**src/rtl/serial_frame_tx_pkg.sv**
```systemverilog
// ============================================================================
// Module  : serial_frame_pkg
// Brief   : Shared types and helpers for the serial frame link (tx and rx).
// Revision: 1.0 - initial release
// ============================================================================
`default_nettype none

package serial_frame_pkg;

   typedef enum logic [2:0] {
      IDLE   = 3'd0,
      START  = 3'd1,
      DATA   = 3'd2,
      PARITY = 3'd3,
      STOP   = 3'd4
   } state_t;

   localparam logic FRAME_IDLE_LEVEL = 1'b1;

   // Words narrower than 16 bits are zero-extended, which leaves parity unchanged.
   function automatic logic even_parity(input logic [15:0] data);
      return ^data;
   endfunction

endpackage

`default_nettype wire

```
**src/rtl/serial_frame_tx_bit_timer.sv**
```systemverilog
// ============================================================================
// Module  : serial_bit_timer
// Brief   : Bit-period cycle counter; bit_tick marks the last cycle of a bit.
// Revision: 1.0 - initial release
// ============================================================================
`default_nettype none

module serial_bit_timer
   import serial_frame_pkg::*;
#(
   parameter int CLKS_PER_BIT = 16
) (
   input  logic clk,
   input  logic rst,
   input  logic run,
   output logic bit_tick
);

   localparam int CNT_W = (CLKS_PER_BIT > 1) ? $clog2(CLKS_PER_BIT) : 1;
   localparam logic [CNT_W-1:0] c_LAST = CNT_W'(CLKS_PER_BIT - 1);

   logic [CNT_W-1:0] cnt_q;

   // With CLKS_PER_BIT=1 the counter sits at zero and every running cycle ticks.
   assign bit_tick = run && (cnt_q == c_LAST);

   always_ff @(posedge clk or posedge rst) begin
      if (rst) begin
         cnt_q <= '0;
      end else if (!run || bit_tick) begin
         cnt_q <= '0;
      end else begin
         cnt_q <= cnt_q + CNT_W'(1);
      end
   end

endmodule

`default_nettype wire

```
**src/rtl/serial_frame_tx.sv**
```systemverilog
// ============================================================================
// Module  : serial_frame_tx
// Brief   : Parallel-to-serial frame transmitter (start, LSB-first data,
//           optional even parity when SERIAL_FRAME_TX_PARITY_EN, stop bits).
// Revision: 1.0 - initial release
// ============================================================================
`default_nettype none

module serial_frame_tx
   import serial_frame_pkg::*;
#(
   parameter int DATA_W       = 8,
   parameter int CLKS_PER_BIT = 16,
   parameter int STOP_BITS    = 1
) (
   input  logic              clk,
   input  logic              rst,
   input  logic              in_valid,
   output logic              in_ready,
   input  logic [DATA_W-1:0] in_data,
   output logic              tx,
   output logic              busy,
   output logic              done
);

   localparam int BIT_W = $clog2(DATA_W + 1);
   localparam logic [BIT_W-1:0] c_LAST_DATA = BIT_W'(DATA_W - 1);
   localparam logic [BIT_W-1:0] c_LAST_STOP = BIT_W'(STOP_BITS - 1);

   state_t              state_q;
   logic                tx_q;
   logic [DATA_W-1:0]   shift_q;
   logic [BIT_W-1:0]    bit_cnt_q;
   logic                w_bit_tick;
   logic [DATA_W-1:0]   w_shift_nxt;
`ifdef SERIAL_FRAME_TX_PARITY_EN
   logic                parity_q;
`endif

   serial_bit_timer #(
      .CLKS_PER_BIT (CLKS_PER_BIT)
   ) u_bit_timer (
      .clk      (clk),
      .rst      (rst),
      .run      (state_q != IDLE),
      .bit_tick (w_bit_tick)
   );

   assign w_shift_nxt = shift_q >> 1;
   assign in_ready    = (state_q == IDLE);
   assign busy        = (state_q != IDLE);
   assign tx          = tx_q;
   assign done        = (state_q == STOP) && w_bit_tick && (bit_cnt_q == c_LAST_STOP);

   // tx_q is loaded one cycle ahead of each bit period so the line is fully registered.
   always_ff @(posedge clk or posedge rst) begin
      if (rst) begin
         state_q   <= IDLE;
         tx_q      <= FRAME_IDLE_LEVEL;
         shift_q   <= '0;
         bit_cnt_q <= '0;
`ifdef SERIAL_FRAME_TX_PARITY_EN
         parity_q  <= 1'b0;
`endif
      end else begin
         case (state_q)
            IDLE: begin
               if (in_valid) begin
                  shift_q   <= in_data;
`ifdef SERIAL_FRAME_TX_PARITY_EN
                  parity_q  <= even_parity(16'(in_data));
`endif
                  tx_q      <= 1'b0;
                  bit_cnt_q <= '0;
                  state_q   <= START;
               end
            end
            START: begin
               if (w_bit_tick) begin
                  tx_q    <= shift_q[0];
                  state_q <= DATA;
               end
            end
            DATA: begin
               if (w_bit_tick) begin
                  shift_q <= w_shift_nxt;
                  if (bit_cnt_q == c_LAST_DATA) begin
                     bit_cnt_q <= '0;
`ifdef SERIAL_FRAME_TX_PARITY_EN
                     tx_q      <= parity_q;
                     state_q   <= PARITY;
`else
                     tx_q      <= FRAME_IDLE_LEVEL;
                     state_q   <= STOP;
`endif
                  end else begin
                     bit_cnt_q <= bit_cnt_q + BIT_W'(1);
                     tx_q      <= w_shift_nxt[0];
                  end
               end
            end
`ifdef SERIAL_FRAME_TX_PARITY_EN
            PARITY: begin
               if (w_bit_tick) begin
                  tx_q      <= FRAME_IDLE_LEVEL;
                  bit_cnt_q <= '0;
                  state_q   <= STOP;
               end
            end
`endif
            STOP: begin
               if (w_bit_tick) begin
                  if (bit_cnt_q == c_LAST_STOP) begin
                     state_q <= IDLE;
                  end else begin
                     bit_cnt_q <= bit_cnt_q + BIT_W'(1);
                  end
               end
            end
            default: begin
               tx_q    <= FRAME_IDLE_LEVEL;
               state_q <= IDLE;
            end
         endcase
      end
   end

endmodule

`default_nettype wire

```
**config.mk**
```make
export PLATFORM = sky130hd
export DESIGN_NAME = serial_frame_tx
export DESIGN_NICKNAME = d
export VERILOG_FILES = /design/src/rtl/serial_frame_tx_pkg.sv /design/src/rtl/serial_frame_tx_bit_timer.sv /design/src/rtl/serial_frame_tx.sv
export SDC_FILE = /design/constraint.sdc
export NUM_CORES = 1
export LEC_CHECK = 0
export ABC_AREA = 1
export CAP_MARGIN = 20
export CORE_MARGIN = 3
export CORE_UTILIZATION = 50
export DETAILED_ROUTE_END_ITERATION = 7
export GPL_ROUTABILITY_DRIVEN = 1
export PLACE_DENSITY_LB_ADDON = 0.3
export SLEW_MARGIN = 20
export SYNTH_ARGS = -nofsm -noshare
export SYNTH_HDL_FRONTEND = slang
export SYNTH_SLANG_ARGS = --single-unit
```
**constraint.sdc**
```tcl
create_clock -name clk -period 1.7 [get_ports clk]
set_input_delay 0.425 -clock clk [delete_from_list [all_inputs] [get_ports clk]]
set_output_delay 0.425 -clock clk [all_outputs]
set_load 0.02 [all_outputs]
```
==> flow_metrics.env, run 1 <==
export IMPL_outcome="finished, violations left"
export IMPL_violations="negative setup slack"
export IMPL_layout_min_cycle_time_ns=1.75
export IMPL_ctsHoldBuffers=0
export IMPL_fin_crit_sh_pct=103
export IMPL_drc_errors=0
export IMPL_yosysTopAreaCell="dfrtp_1"
export IMPL_met3_usage_pct=3.27
export IMPL_synth_xor_area_share_pct=2.96
export IMPL_rows=16
export IMPL_synth_top_area_share_pct=40.2
export IMPL_min_path_type="primary input to async pin"
export IMPL_portBuffers=14
export IMPL_power_uw=901
export IMPL_synth_top_family_by_area="simple AND/OR/NAND/NOR gates"
export IMPL_routedWlPerCell_um=11.7
export IMPL_wl_um=2540
export IMPL_avgViaCountPerCell=5.01
export IMPL_ys_types=23
export IMPL_grt_max_degree=21
export IMPL_hold_viol_final=0
export IMPL_dp_final_hpwl_um=1940
export IMPL_die_y_um=54.6
export IMPL_multiInputGateArea_sq_um=613
export IMPL_slowest_stage="dfrtp_1"
export IMPL_place_congestion=0.851
export IMPL_h_tree_depth=1
export IMPL_synth_area_leaders="dfrtp_1 (40%), nand2_1 (17%), inv_1 (5.4%)"
export IMPL_worstSetupPathType="flop to output port"
export IMPL_synth_most_common_cell="nand2_1"
export IMPL_cts_tree="built"
export IMPL_regToRegSetupSlack_ns=0.21
export IMPL_drive_gt1_share_pct=24.1
export IMPL_power_density_nw_per_um2=574
export IMPL_cts_root_buffer="clkbuf_4"
export IMPL_crit_chain="ha_2, nand3_2, nor3_2, buf_4"
export IMPL_use_met2_pct=38.6
export IMPL_antenna_cells=0
export IMPL_antenna_found_initial=0
export IMPL_grt_ovfl_total=0
export IMPL_setup_viol_count_final=1
export IMPL_placed_area_sq_um=1520
export IMPL_syn_to_final_growth_pct=32.9
export IMPL_crit_path_max_incr_delay_ns=0.38
export IMPL_worst_setup_path_start_kind="flop"
export IMPL_synthesis_nets=167
export IMPL_firstDrtPassIters=4
export IMPL_skew_ns=0.0133
export IMPL_setup_tns_final_ns=-0.0546
export IMPL_cts_max_path_buffers=2
export IMPL_cts_buffers=3
export IMPL_slew_violations=0
export IMPL_reg2reg_from="state_q[1]"
export IMPL_synth_warnings=0
export IMPL_synth_edf_count=0
export IMPL_synthMuxAreaShare_pct=0
export IMPL_rsz0062_at_grt="yes"
export IMPL_fp_coreArea_sq_um=2100
export IMPL_busiest_layer="met2"
export IMPL_final_area_sq_um=1570
export IMPL_startpoint="u_bit_timer.cnt_q[1]"
export IMPL_cp_max_fo=2
export IMPL_cts_sinks=20
export IMPL_synth_adder_area_share_pct=3.17
export IMPL_synth_seq_cells=20
export IMPL_seq_area_sq_um=502
export IMPL_cp_arrival_ns=1.33
export IMPL_ys_async_sr_fraction_pct=100
export IMPL_nets=206
export IMPL_max_vdd_ir_drop_mv=0.480
export IMPL_r2r_end="tx"
export IMPL_max_freq_mhz=570
export IMPL_fillers=146
export IMPL_synth_yosys_seq_area_share_pct=42.4
export IMPL_drt_iter0_markers=28
export IMPL_cp_end_kind="output port"
export IMPL_synth_avg_cell_area_sq_um=7.73
export IMPL_yosys_most_used_dff="dfrtp_1"
export IMPL_hold_ws_ns=0.451
export IMPL_synth_compound_area_share_pct=10.3
export IMPL_worstMarginPinSlew_ns=0.331
export IMPL_die_width_um=54.6
export IMPL_initial_utilization_pct=56.3
export IMPL_crit_required_ns=1.27
export IMPL_synthSimpleGateAreaFrac_pct=34.4
export IMPL_synthCells=153
export IMPL_slew_headroom_pct=77.8
export IMPL_route_vias_total=1093
export IMPL_grt_pass1_vias=1082
export IMPL_clk_pin_slew_worst_paths_ns=0.13
export IMPL_die_area_sq_um=2980
export IMPL_synthTopCellsByCount="nand2_1 (52), dfrtp_1 (19), inv_1 (17)"
export IMPL_clock_latency_ns=0.31
export IMPL_grt_pass1_wl_um=4490
export IMPL_p_leak_nw=0.795
export IMPL_ant_nets=0
export IMPL_grt_usage_pct=21.0
export IMPL_io_pin_count=15
export IMPL_grt_use_met1_pct=24.7
export IMPL_maxCapViolations=0
export IMPL_critPathCapture="done"
export IMPL_setup_slack_ns=-0.0546
export IMPL_synth_area_sq_um=1180
export IMPL_r2r_cells=10
metrics by stage:
step,utilization (%),setup slack (ns),cells
final,74.8,-0.0546,218
after global routing,74.8,-0.136,218
after CTS,74.6,-0.0450,217
after detailed placement,72.1,-0.179,213
after global placement,72.1,-0.105,213
after floorplan,-,0.126,153
kinds of logic (layout without fill, tap and decap cells):
group                      Yosys count  in the layout
AOI/OAI and AO/OA                   21             21
xor gates and xnor gates             4              4
adders and majority gates            3              3
buffers and inverters               19             57
DFF                                 20             20
and+or+nand+nor                     86             86
routing by layer:
metal / up-vias / part of all wire, %
li1: 561 / -
met1: 498 / 43
met2: 30 / 51
met3: 4 / 3.9
met4: 0 / 1.3
met5: - / 0
area by class of cell:
cell class              instances  area share (%)
multi-input cells             114            39.0
flip-flops and latches         20            31.9
repair buffers                 36            19.5
inverters                      17            4.06
well taps                      27            2.15
clock inverters                 1            1.91
clock buffers                   3            1.43
worst min path at each step:
stage | startpoint | to | slack [ns] | cells after the start
floorplan | rst | bit_cnt_q[0] | 0.39 | 1
finish | rst | shift_q[2] | 0.45 | 3
detailed placement | tx | tx | 0.47 | 2
global route | rst | shift_q[3] | 0.47 | 3
global placement | tx | tx | 0.47 | 2
CTS | rst | shift_q[3] | 0.46 | 3
repair_timing:
item | CTS | global route
endpoints found under the setup margin | 4 | 3
resized for setup | 16 | 2
setup buffers | 0 | 1
worst max-delay path: cells and delay by family, from the launching register on:
family                   cells  cell delay (ns)
buffers and inverters        1             0.17
flip-flops                   1             0.38
AND/OR/NAND/NOR              2             0.29
adder cells (fa/ha/maj)      1             0.19
power by group:
part,total (mW),switching [mW],leakage (nW),internal (mW)
Clock,0.391,0.152,0.0279,0.238
Sequential,0.476,0,0.235,0.476
Combinational,0.0350,0.0125,0.532,0.0226
Total,0.901,0.165,0.795,0.737
registers in the layout (all words and copies together), names as in the netlist:
register / cells
u_bit_timer.cnt_q: 4
tx: 1
bit_cnt_q: 4
state_q: 3
shift_q: 8
layout by cell type (no fill, tap or decap), types with 2 or more instances in the layout:
master	count
xor2_1	2
inv_1	16
o21ai_0	11
o21ai_2	3
xnor2_1	2
nor2_1	14
clkdlybuf4s50_1	10
nand2_1	52
ha_1	2
nand2_4	2
nand3_1	9
dfrtp_1	19
a21oi_1	4
buf_4	23
nor2_4	2
nand2_2	3
clkbuf_4	3
(Power assumes the default switching activity.)
==> inputs of run 2 (changes only) <==
--- a/config.mk
+++ b/config.mk
@@ -7,6 +7,7 @@
 export LEC_CHECK = 0
 export ABC_AREA = 1
 export CAP_MARGIN = 20
+export CORE_ASPECT_RATIO = 1.5
 export CORE_MARGIN = 3
 export CORE_UTILIZATION = 50
 export DETAILED_ROUTE_END_ITERATION = 7
==> flow_metrics.env, run 2 (same netlist as run 1, synthesis figures left out) <==
export IMPL_multiInputGateArea_sq_um=621
export IMPL_clock_latency_ns=0.31
export IMPL_slew_headroom_pct=77.7
export IMPL_grt_pass1_wl_um=4340
export IMPL_crit_path_max_incr_delay_ns=0.37
export IMPL_die_area_sq_um=3000
export IMPL_route_vias_total=1097
export IMPL_fin_crit_sh_pct=99.7
export IMPL_cts_sinks=20
export IMPL_cp_arrival_ns=1.27
export IMPL_place_congestion=0.836
export IMPL_rsz0062_at_grt="yes"
export IMPL_wl_um=2420
export IMPL_grt_max_degree=21
export IMPL_min_path_type="primary input to async pin"
export IMPL_portBuffers=14
export IMPL_cts_buffers=3
export IMPL_place_ws_ns=-0.182
export IMPL_seq_area_sq_um=503
export IMPL_layout_commonest_cell="nand2_1"
export IMPL_dp_final_hpwl_um=1970
export IMPL_die_width_um=45.7
export IMPL_max_freq_mhz=590
export IMPL_hold_viol_final=0
export IMPL_ant_nets=0
export IMPL_cts_root_buffer="clkbuf_4"
export IMPL_layout_min_cycle_time_ns=1.70
export IMPL_drt_iter0_markers=30
export IMPL_crit_required_ns=1.27
export IMPL_maxCapViolations=0
export IMPL_final_area_sq_um=1570
export IMPL_skew_ns=0.00652
export IMPL_antenna_found_initial=0
export IMPL_nets=207
export IMPL_setup_slack_ns=0.00474
export IMPL_grt_usage_pct=19.1
export IMPL_fp_coreArea_sq_um=2230
export IMPL_clk_pin_slew_worst_paths_ns=0.12
export IMPL_largest_reg_flops=8
export IMPL_routedWlPerCell_um=11.3
export IMPL_initial_utilization_pct=52.9
export IMPL_slowest_stage="dfrtp_1"
export IMPL_outcome="finished clean"
export IMPL_h_tree_depth=1
export IMPL_die_y_um=65.6
export IMPL_power_uw=793
export IMPL_setup_viol_count_final=0
export IMPL_cp_end_kind="output port"
export IMPL_max_vdd_ir_drop_mv=0.516
export IMPL_rows=21
export IMPL_firstDrtPassIters=4
export IMPL_cts_max_path_buffers=2
export IMPL_avgViaCountPerCell=5.10
export IMPL_cts_tree="built"
export IMPL_reg_largest_list="shift_q (8), bit_cnt_q (4), u_bit_timer.cnt_q (4)"
export IMPL_top_register="shift_q"
export IMPL_r2r_cells=9
export IMPL_antenna_cells=0
export IMPL_p_leak_nw=0.792
export IMPL_drive_gt1_share_pct=26.0
export IMPL_drc_errors=0
export IMPL_io_pin_count=15
export IMPL_crit_chain="ha_2, nand3_2, nor3_2, buf_4"
export IMPL_slew_violations=0
export IMPL_grt_pass1_vias=1123
export IMPL_final_cell_mix="nand2_1 (51), buf_4 (24), dfrtp_1 (18), inv_1 (17), nor2_1 (13)"
export IMPL_worstMarginPinSlew_ns=0.333
export IMPL_worstSetupPathType="flop to output port"
export IMPL_power_density_nw_per_um2=506
export IMPL_placed_area_sq_um=1520
export IMPL_syn_to_final_growth_pct=32.5
export IMPL_cp_max_fo=2
export IMPL_fillers=184
export IMPL_grt_ovfl_total=0
export IMPL_worst_setup_path_start_kind="flop"
## run 2: worst max-delay path: cells and delay by family, from the launching register on
family	cells	cell delay, ns
flops	1	0.37
simple gates	2	0.25
buf+inv	1	0.16
fa+ha+maj	1	0.19
## run 2: where the power goes
group	switching [mW]	leakage [nW]	internal, mW
combinational	0.0122	0.537	0.0225
sequential	0	0.234	0.476
clock	0.151	0.0210	0.131
total	0.164	0.792	0.629
## run 2: layer usage
metal | GRT usage [%] | wire (um) | part of all wire [%]
met4 | 7.83 | 36 | 1.5
met2 | 37.4 | 1350 | 56
met3 | 1.64 | 92 | 3.8
met5 | 0 | 0 | 0
met1 | 19.1 | 941 | 39
## run 2: per-stage QoR
| stage | utilization [%] | std cells | hold WS [ns] | setup TNS (ns) |
|---|---|---|---|---|
| after CTS | 69.4 | 214 | 0.431 | -0.0359 |
| final | 70.1 | 215 | 0.425 | 0 |
| after floorplan | - | 153 | 0.388 | 0 |
| after global placement | 68.0 | 210 | 0.466 | -0.157 |
| after global routing | 70.1 | 215 | 0.490 | -0.0651 |
| after detailed placement | 68.0 | 210 | 0.464 | -0.247 |
## run 2: path summary, 6_finish.rpt
kind                                       from    endpoint  slack (ns)
hold reg to reg                              tx          tx        0.48
min in group clk                             tx          tx        0.48
hold / removal                              rst  shift_q[5]        0.43
setup reg to reg                   bit_cnt_q[1]  state_q[1]        0.17
setup / recovery           u_bit_timer.cnt_q[1]        done       0.005
max in group asynchronous                   rst          tx        1.01
## run 2: final cells by class
type,instances,area share (%)
Sequential cell,20,32.1
Multi-Input combinational cell,114,39.6
Timing Repair Buffer,37,20.0
Inverter,17,4.07
Clock buffer,4,2.32
Tap cell,23,1.84
## run 2: what timing repair did
action	CTS	global route
gates cloned	0	0
setup buffers	0	1
hold buffers	0	0
endpoints found under the hold margin	0	0
endpoints found under the setup margin	4	2
pin swaps	0	1
resized for setup	17	4
